[src/rtl/branch_predictor_gshare_if.sv]
// Predictor <-> core bundle: decode-stage query, execute-stage resolve and
// the statistics counters. The core side is the master, the predictor the slave.
interface branch_predictor_gshare_if #(
    parameter int IDX_BITS = 4
);
    logic                ready;
    logic [31:0]         pred_pc;
    logic                pred_taken;
    logic [IDX_BITS-1:0] pred_index;
    logic                upd_valid;
    logic [IDX_BITS-1:0] upd_index;
    logic                upd_taken;
    logic                upd_predicted;
    logic [31:0]         nb_branch;
    logic [31:0]         nb_hit;

    modport master (
        input  ready, pred_taken, pred_index, nb_branch, nb_hit,
        output pred_pc, upd_valid, upd_index, upd_taken, upd_predicted
    );

    modport slave (
        output ready, pred_taken, pred_index, nb_branch, nb_hit,
        input  pred_pc, upd_valid, upd_index, upd_taken, upd_predicted
    );
endinterface

[src/rtl/branch_predictor_gshare.sv]
// Gshare / bimodal branch predictor: a table of saturating counters indexed by
// PC bits (optionally XORed with a global history register), cleared by a
// sweep after reset, with saturating resolved-branch and hit statistics.
module branch_predictor_gshare #(
    parameter int IDX_BITS  = 4,
    parameter int CTR_BITS  = 2,
    parameter int HIST_BITS = 4,
    parameter int GSHARE    = 1
) (
    input  logic clk,
    input  logic reset,
    branch_predictor_gshare_if.slave bp
);
    localparam int                  SIZE    = 1 << IDX_BITS;
    localparam logic [CTR_BITS-1:0] WNT     = CTR_BITS'((1 << (CTR_BITS - 1)) - 1);
    localparam logic [CTR_BITS-1:0] CTR_MAX = '1;
    localparam logic [IDX_BITS-1:0] LAST    = IDX_BITS'(SIZE - 1);

    typedef enum logic {INIT, RUN} state_t;

    state_t              state_q, state_d;
    logic [IDX_BITS-1:0] clr_idx_q, clr_idx_d;
    logic [HIST_BITS-1:0] ghr_q, ghr_d;
    logic [31:0]         nb_branch_q, nb_branch_d;
    logic [31:0]         nb_hit_q, nb_hit_d;
    logic [CTR_BITS-1:0] pht_q [SIZE];

    logic                pht_we;
    logic [IDX_BITS-1:0] pht_waddr;
    logic [CTR_BITS-1:0] pht_wdata;
    logic [CTR_BITS-1:0] upd_ctr;
    logic [IDX_BITS-1:0] base_idx;
    logic                unused_pc_bits;

    assign base_idx       = bp.pred_pc[IDX_BITS+1:2];
    assign unused_pc_bits = ^{bp.pred_pc[31:IDX_BITS+2], bp.pred_pc[1:0]};

    // Prediction path: read of the registered table and GHR, no bypass from
    // an update landing in the same cycle.
    always_comb begin
        bp.pred_index = base_idx;
        if (GSHARE != 0) begin
            bp.pred_index = base_idx ^ IDX_BITS'(ghr_q);
        end
    end

    assign bp.ready      = (state_q == RUN);
    assign bp.pred_taken = bp.ready & pht_q[bp.pred_index][CTR_BITS-1];
    assign bp.nb_branch  = nb_branch_q;
    assign bp.nb_hit     = nb_hit_q;

    // Next state: clear sweep in INIT, counter/GHR/statistics update in RUN.
    always_comb begin
        // NOTE: every signal gets a default before the case so no path leaves one unassigned (no latches).
        state_d     = state_q;
        clr_idx_d   = clr_idx_q;
        ghr_d       = ghr_q;
        nb_branch_d = nb_branch_q;
        nb_hit_d    = nb_hit_q;
        pht_we      = 1'b0;
        pht_waddr   = clr_idx_q;
        pht_wdata   = WNT;
        upd_ctr     = pht_q[bp.upd_index];

        case (state_q)
            INIT: begin
                pht_we    = 1'b1;
                clr_idx_d = clr_idx_q + 1'b1;
                if (clr_idx_q == LAST) begin
                    state_d = RUN;
                end
            end
            RUN: begin
                if (bp.upd_valid) begin
                    pht_we    = 1'b1;
                    pht_waddr = bp.upd_index;
                    if (bp.upd_taken) begin
                        pht_wdata = (upd_ctr == CTR_MAX) ? upd_ctr : upd_ctr + 1'b1;
                    end else begin
                        pht_wdata = (upd_ctr == '0) ? upd_ctr : upd_ctr - 1'b1;
                    end
                    // Shift the outcome in; truncation drops the oldest bit.
                    ghr_d = HIST_BITS'({ghr_q, bp.upd_taken});
                    if (nb_branch_q != '1) begin
                        nb_branch_d = nb_branch_q + 32'd1;
                    end
                    if ((bp.upd_predicted == bp.upd_taken) && (nb_hit_q != '1)) begin
                        nb_hit_d = nb_hit_q + 32'd1;
                    end
                end
            end
            default: state_d = INIT;
        endcase
    end

    // Control and statistics registers with synchronous reset.
    always_ff @(posedge clk) begin
        // NOTE: sequential state uses non-blocking assignments so every register samples pre-edge values.
        if (reset) begin
            state_q     <= INIT;
            clr_idx_q   <= '0;
            ghr_q       <= '0;
            nb_branch_q <= '0;
            nb_hit_q    <= '0;
        end else begin
            state_q     <= state_d;
            clr_idx_q   <= clr_idx_d;
            ghr_q       <= ghr_d;
            nb_branch_q <= nb_branch_d;
            nb_hit_q    <= nb_hit_d;
        end
    end

    // Counter table write port, shared by the clear sweep and the resolve update.
    always_ff @(posedge clk) begin
        // NOTE: the table has no reset branch; the INIT sweep rewrites every entry, keeping it a plain RAM.
        if (pht_we && !reset) begin
            pht_q[pht_waddr] <= pht_wdata;
        end
    end
endmodule

[src/flat_wrapper.sv]
// flat-port wrapper written by rule: the top's interface ports become plain ports
module branch_predictor_gshare_flat 
#(
    parameter int IDX_BITS  = 4,
    parameter int CTR_BITS  = 2,
    parameter int HIST_BITS = 4,
    parameter int GSHARE    = 1
)
  (clk, reset, bp_ready, bp_pred_taken, bp_pred_index, bp_nb_branch, bp_nb_hit, bp_pred_pc, bp_upd_valid, bp_upd_index, bp_upd_taken, bp_upd_predicted);
  branch_predictor_gshare_if #(.IDX_BITS(IDX_BITS)) bp_i ();
  input  logic clk;
  input  logic reset;
  output wire logic [$bits(bp_i.ready)-1:0] bp_ready;
  output wire logic [$bits(bp_i.pred_taken)-1:0] bp_pred_taken;
  output wire logic [$bits(bp_i.pred_index)-1:0] bp_pred_index;
  output wire logic [$bits(bp_i.nb_branch)-1:0] bp_nb_branch;
  output wire logic [$bits(bp_i.nb_hit)-1:0] bp_nb_hit;
  input wire logic [$bits(bp_i.pred_pc)-1:0] bp_pred_pc;
  input wire logic [$bits(bp_i.upd_valid)-1:0] bp_upd_valid;
  input wire logic [$bits(bp_i.upd_index)-1:0] bp_upd_index;
  input wire logic [$bits(bp_i.upd_taken)-1:0] bp_upd_taken;
  input wire logic [$bits(bp_i.upd_predicted)-1:0] bp_upd_predicted;
  assign bp_ready = bp_i.ready;
  assign bp_pred_taken = bp_i.pred_taken;
  assign bp_pred_index = bp_i.pred_index;
  assign bp_nb_branch = bp_i.nb_branch;
  assign bp_nb_hit = bp_i.nb_hit;
  assign bp_i.pred_pc = bp_pred_pc;
  assign bp_i.upd_valid = bp_upd_valid;
  assign bp_i.upd_index = bp_upd_index;
  assign bp_i.upd_taken = bp_upd_taken;
  assign bp_i.upd_predicted = bp_upd_predicted;
  branch_predictor_gshare #(.IDX_BITS(IDX_BITS), .CTR_BITS(CTR_BITS), .HIST_BITS(HIST_BITS), .GSHARE(GSHARE)) u_core (.clk(clk), .reset(reset), .bp(bp_i));
endmodule
[config.mk]
export PLATFORM = sky130hd
export DESIGN_NAME = branch_predictor_gshare_flat
export DESIGN_NICKNAME = d
export VERILOG_FILES = /design/src/rtl/branch_predictor_gshare_if.sv /design/src/rtl/branch_predictor_gshare.sv /design/src/flat_wrapper.sv
export SDC_FILE = /design/constraint.sdc
export NUM_CORES = 1
export LEC_CHECK = 0
export CAP_MARGIN = 20
export CORE_MARGIN = 1.5
export CORE_UTILIZATION = 45
export CTS_CLUSTER_SIZE = 25
export DETAILED_ROUTE_END_ITERATION = 10
export GPL_ROUTABILITY_DRIVEN = 0
export PLACE_DENSITY = 0.72
export SKIP_CTS_REPAIR_TIMING = 1
export SYNTH_ARGS = -nofsm -noshare
export SYNTH_HDL_FRONTEND = slang
export SYNTH_SLANG_ARGS = --single-unit
[constraint.sdc]
create_clock -name clk -period 4 [get_ports clk]
set_clock_uncertainty 0.15 [all_clocks]
set_input_delay 0.6 -clock clk [delete_from_list [all_inputs] [get_ports clk]]
set_output_delay 0.6 -clock clk [all_outputs]
set_load 0.03 [all_outputs]
# Word level (Yosys, flattened, before mapping)
# Memory sizes are Yosys's and may differ from the RTL's.
# Cells that the tools add are included.
[totals] regBits=73 ramBits=32 output_inout_bits=70 wordCells=39 n_memories=1
[classes] n_addsub=5 eq_ne=5 n_mux=13 bitwise=3 reduce_logical=7
[mem_list] memory="u_core.pht_q" depth=16 word_bits=2 read_ports=2 rd_clocked_by_memory_dff=0 write_ports=1 line="branch_predictor_gshare.sv:26" source="logic [CTR_BITS-1:0] pht_q [SIZE];"
[ops] op="$add 32x1->32 const B" n=2
[ops] op="$ne 32x32->1 const B" n=2
[ops] op="$mux 2" n=5
[ops] op="$mux 4" n=2
[ops] op="$reduce_and 3->1" n=2
[ops] op="$mux 1" n=5
[ops] op="$add 4x1->4 const B" n=1
[ops] op="$eq 4x4->1 const B" n=1
[ops] op="$xor 4x4->4" n=1
[ops] op="$add 2x1->2 const B" n=1
[ops] op="$eq 2x2->1 const B" n=1
[ops] op="$logic_and 1x1->1" n=2
[ops] op="$logic_not 2->1" n=1
[ops] op="$pmux 1 s2" n=1
[ops] op="$reduce_and 2->1" n=1
[ops] op="$sub 2x1->2 const B" n=1
[ops] op="$and 1x1->1" n=1
[ops] op="$eq 1x1->1" n=1
[ops] op="$logic_not 1->1" n=1
[ops] op="$not 1->1" n=1

# Depth between registers and ports, before layout
# An unclocked memory read counts as a cell.
[depth] depth_word=6 ltp_mapped=8 mapped_depth_nobuf=6

# Worst setup path before layout
# Ideal clock, no wire load.
[synth_timing] kind="in2out" startpoint="input bp_pred_pc[2]" endpoint="output bp_pred_taken" arrival_ns=2.702 path_slack_ns=0.548 path_stages=4 path_buffers=0 cell_sequence="xor2_1 -> mux4_2 -> mux4_2 -> and2_1"
[synth_between] elab_chain_cells=3
[synth_lines] item="start: declaration" line="flat_wrapper.sv:18" source="input wire logic [$bits(bp_i.pred_pc)-1:0] bp_pred_pc;"
[synth_lines] item="$xor 4x4->4" line="branch_predictor_gshare.sv:43" source="bp.pred_index = base_idx ^ IDX_BITS'(ghr_q);"
[synth_lines] item="$mem_v2 16x2"
[synth_lines] item="$and 1x1->1" line="branch_predictor_gshare.sv:48" source="assign bp.pred_taken = bp.ready & pht_q[bp.pred_index][CTR_BITS-1];"
[synth_lines] item="end: declaration" line="flat_wrapper.sv:14" source="output wire logic [$bits(bp_i.pred_taken)-1:0] bp_pred_taken;"
# No other way between the ends.

# Worst setup path in the final report
# Ends and elaborated chain as after synthesis.

==> impl_summary.log <==
INFO  metric pwr-share-clk = 0.453
INFO  metric cap_violations = 0
INFO  metric numPlacedInstances = 775
INFO  metric core-area = 11,500 um2
INFO  metric final_layout_size_suffix_gt1_frac = 0.0895
INFO  metric cp_slowest_stage_delay = 500 ps
INFO  metric synth_cell_type_count = a little under 50
INFO  metric place_hpwl = about 9300 um
INFO  metric finalNonFillerCells = just under 800
INFO  metric nets = 687
INFO  metric wire_per_inst = 16.6 um
INFO  metric detail-route-antenna-nets = 0
INFO  metric crit_slowest_cell = mux4_2
INFO  metric power.density = 332 nW/um2
INFO  metric synth_enable_flop_cells = 32
INFO  metric arrival = ~2800 ps
INFO  metric grt.total_usage = 0.212
INFO  metric ys_dominant_reg_cell = dfxtp_1
INFO  metric rsz0062_at_grt = no
INFO  metric crit_path_max_fanout = 5
INFO  metric tritoncts_num_sinks = 105
INFO  metric diodes = 0
INFO  metric cts_buffers = 9
INFO  metric vdd.ir_drop.worst = 0.000208 V
INFO  metric netSwitchingPower = about 440 uW
INFO  metric async_flop_share = 0
INFO  metric holdCritPathClass = flop to flop
INFO  metric grt-busiest-layer = met2
INFO  metric clock_tree_from_tritoncts = done
INFO  metric synth.ff_latch_count = about 110
INFO  metric floorplan.die.width = 112 um
INFO  metric worst_slew_pin_slew = between 700 and 800 ps
INFO  metric power_frac_seq = 0.503
INFO  metric grt_pass1_vias = 4,413
INFO  metric timing.slew.headroom = 0.505
INFO  metric yosysWarnings = 0
INFO  metric grt_antenna_before_repair = 0
INFO  metric netlist.top_cell.by_area = dfxtp_1
INFO  metric max-clock-path-buffers = 2
INFO  metric power.static_leakage = ~0.0020 uW
INFO  metric die-height = about 110 um
INFO  metric met2_usage = 0.358
INFO  metric start_to_end_type_of_the_worst_setup_path = input pin to output port
INFO  metric grt_max_degree = 34
INFO  metric slew_viol_final = 0
INFO  metric design.portCount = 111
INFO  metric internal-power = 1750 uW
INFO  metric synth.net_count = 613
INFO  metric placement.io_buffers = 82
INFO  metric placementRows = 39
INFO  metric met1_usage = 0.284
INFO  metric start_util = 0.464
INFO  metric yosys-top-cells-area = dfxtp_1 (27%), edfxtp_1 (18%), mux4_2 (5.5%)
INFO  metric clockRootBuffer = clkbuf_16
INFO  metric crit_path_cells = clkdlybuf4s50_1 > xor2_1 > buf_4 > mux4_2 > mux4_2 > and2_1 > dlymetal6s2s_1
INFO  metric grt_overflow_total = 0
INFO  metric finalCriticalPeriod = 3550 ps
INFO  metric worst_skew_pair.late_latency = 340 ps
INFO  metric share_comb_of_total_power = 0.044
INFO  metric family_with_the_most_delay_on_the_worst_path = multiplexers
INFO  metric detail_route.iter0.violations = approximately 340
INFO  metric synth_top_area_frac = 0.275
INFO  metric synth.cell_area = 5320 um2
INFO  metric iteration_count_of_the_initial_detailed_routing_pass = 4
INFO  metric power_switching_share = 0.202
INFO  metric hold_violations = 0
INFO  metric ys_top_cells_by_count = dfxtp_1 (73), a21oi_1 (55), nand2_1 (54), nor2_1 (50), edfxtp_1 (32)
INFO  metric drt-vias-per-instance = 5.98
INFO  metric syn-instance-count = 569
INFO  metric worst_path_required = 3250 ps
INFO  metric timing.critical_path.to_type = output port
INFO  metric global_route_met3_utilization = 0.0332
INFO  metric route.detailed.drc = 0
INFO  metric synth.yosys.seq_area_share = 0.455
INFO  metric crit_path_frequent_cell = mux4_2
INFO  metric outcome = finished, final reports clean
INFO  metric cp-start-kind = input pin
INFO  metric grt_pass1_wl = 21,800 um
INFO  metric worst-path-buf-inv = 3
INFO  metric area_growth_syn_to_layout = 23.9%
INFO  metric post_synthesis_mean_instance_area = 9.35 um2
INFO  metric layout_worst_path_cycle_share = 0.889
INFO  metric final_setup_violations = 0
INFO  metric drt-total-wl = 13,100 um
INFO  metric totalNegativeSetupSlack = 0 ps
INFO  metric max_clock_freq = 0.281 GHz
INFO  metric design.die.area = 12,500 um2
INFO  metric htree_num_levels = 3
INFO  metric routed-via-count = 4,734
INFO  metric clk_pin_slew = 70 ps
INFO  metric yosys.cell_count.top_type = dfxtp_1
## cell type report
type / count / area [um2]
multi-input combinational: 427 / 2730
sequential: 105 / 2420
clock buffer: 10 / 229
tap: 143 / 179
fill: 993 / 4870
timing repair buffer: 93 / 901
clock inverter: 6 / 106
inverter: 7 / 26.3
## cells by family (layout without fill, tap and decap cells)
kind of cell,count (synthesis),count (layout),share of synthesized area
fa+ha+maj,3,3,0.00706
mux,26,26,0.0821
buf+inv,37,116,0.0315
simple gates,269,269,0.273
compound gates,117,117,0.131
flops,105,105,0.455
xor+xnor,12,12,0.0198
## state kept, by name, indices dropped and copies added, names as in the netlist
name                 flops
u_core.ghr_q             4
u_core.clr_idx_q         4
u_core.bp.nb_branch     32
u_core.bp.ready          1
u_core.pht_q            32
u_core.bp.nb_hit        32
## path summary, 6_finish.rpt
path                                  startpoint  slack, ps                                   to  cells after the start
max reg2reg  u_core.bp.nb_branch[0]$_SDFFE_PP0P_       1100  u_core.bp.nb_branch[9]$_SDFFE_PP0P_                      7
max                                bp_pred_pc[2]        450                        bp_pred_taken                      7
min reg2reg         u_core.ghr_q[3]$_SDFFE_PP0P_        330         u_core.ghr_q[3]$_SDFFE_PP0P_                      2
min                 u_core.ghr_q[3]$_SDFFE_PP0P_        330         u_core.ghr_q[3]$_SDFFE_PP0P_                      2
## power by group through the flow
stage / Sequential, uW / Combinational [uW] / Clock [uW]
after floorplan: 1120 / 60.3 / 0
after global placement: 1120 / 93.1 / 0
after detailed placement: 1120 / 95.3 / 0
after CTS: 1100 / 95.9 / 1010
after global routing: 1100 / 105 / 1050
final: 1100 / 95.3 / 991
## cells in the final DEF, fill, tap and decap left out, types with 4 or more instances in the layout
master           count
clkbuf_16            9
mux2_2              11
a21oi_1             55
o21ai_1              8
and2_1               5
nand2_1             54
and4_1               7
dfxtp_1             73
o21ai_0             19
nand3_1             30
and3_1               4
inv_1                7
o31ai_1             20
nor2_1              50
buf_4               11
clkdlybuf4s50_1     80
xor2_1              10
nor2b_1             15
or3_1               27
mux4_2              13
nor3_1               6
nor4_1              14
edfxtp_1            32
nand4_1             22
or4_1               23
## worst register-to-register path: cells and delay by family (launching register included)
kind	cells	cell delay, ps
DFF	1	450
buffers and inverters	2	470
adders and majority gates	1	290
and+or+nand+nor	2	790
AOI/OAI and AO/OA	2	630
## routing by layer
layer / vias up / routed length [um]
met5: - / 0
met4: 0 / 115
met3: 10 / 518
met2: 126 / 6450
met1: 2303 / 6010
li1: 2295 / -
## stage by stage
stage / worst slack, ps / instance area, um2 / hold WS [ps] / total power [uW] / util
floorplan: 548 / 5320 / 298 / 1180 / -
global placement: 145 / 6250 / 313 / 1220 / 0.545
detailed placement: 89.5 / 6250 / 315 / 1220 / 0.545
CTS: 75.5 / 6590 / 328 / 2210 / 0.575
global route: 337 / 6590 / 362 / 2260 / 0.575
finish: 446 / 6590 / 329 / 2190 / 0.575
Power figures use the tool's default switching activity.
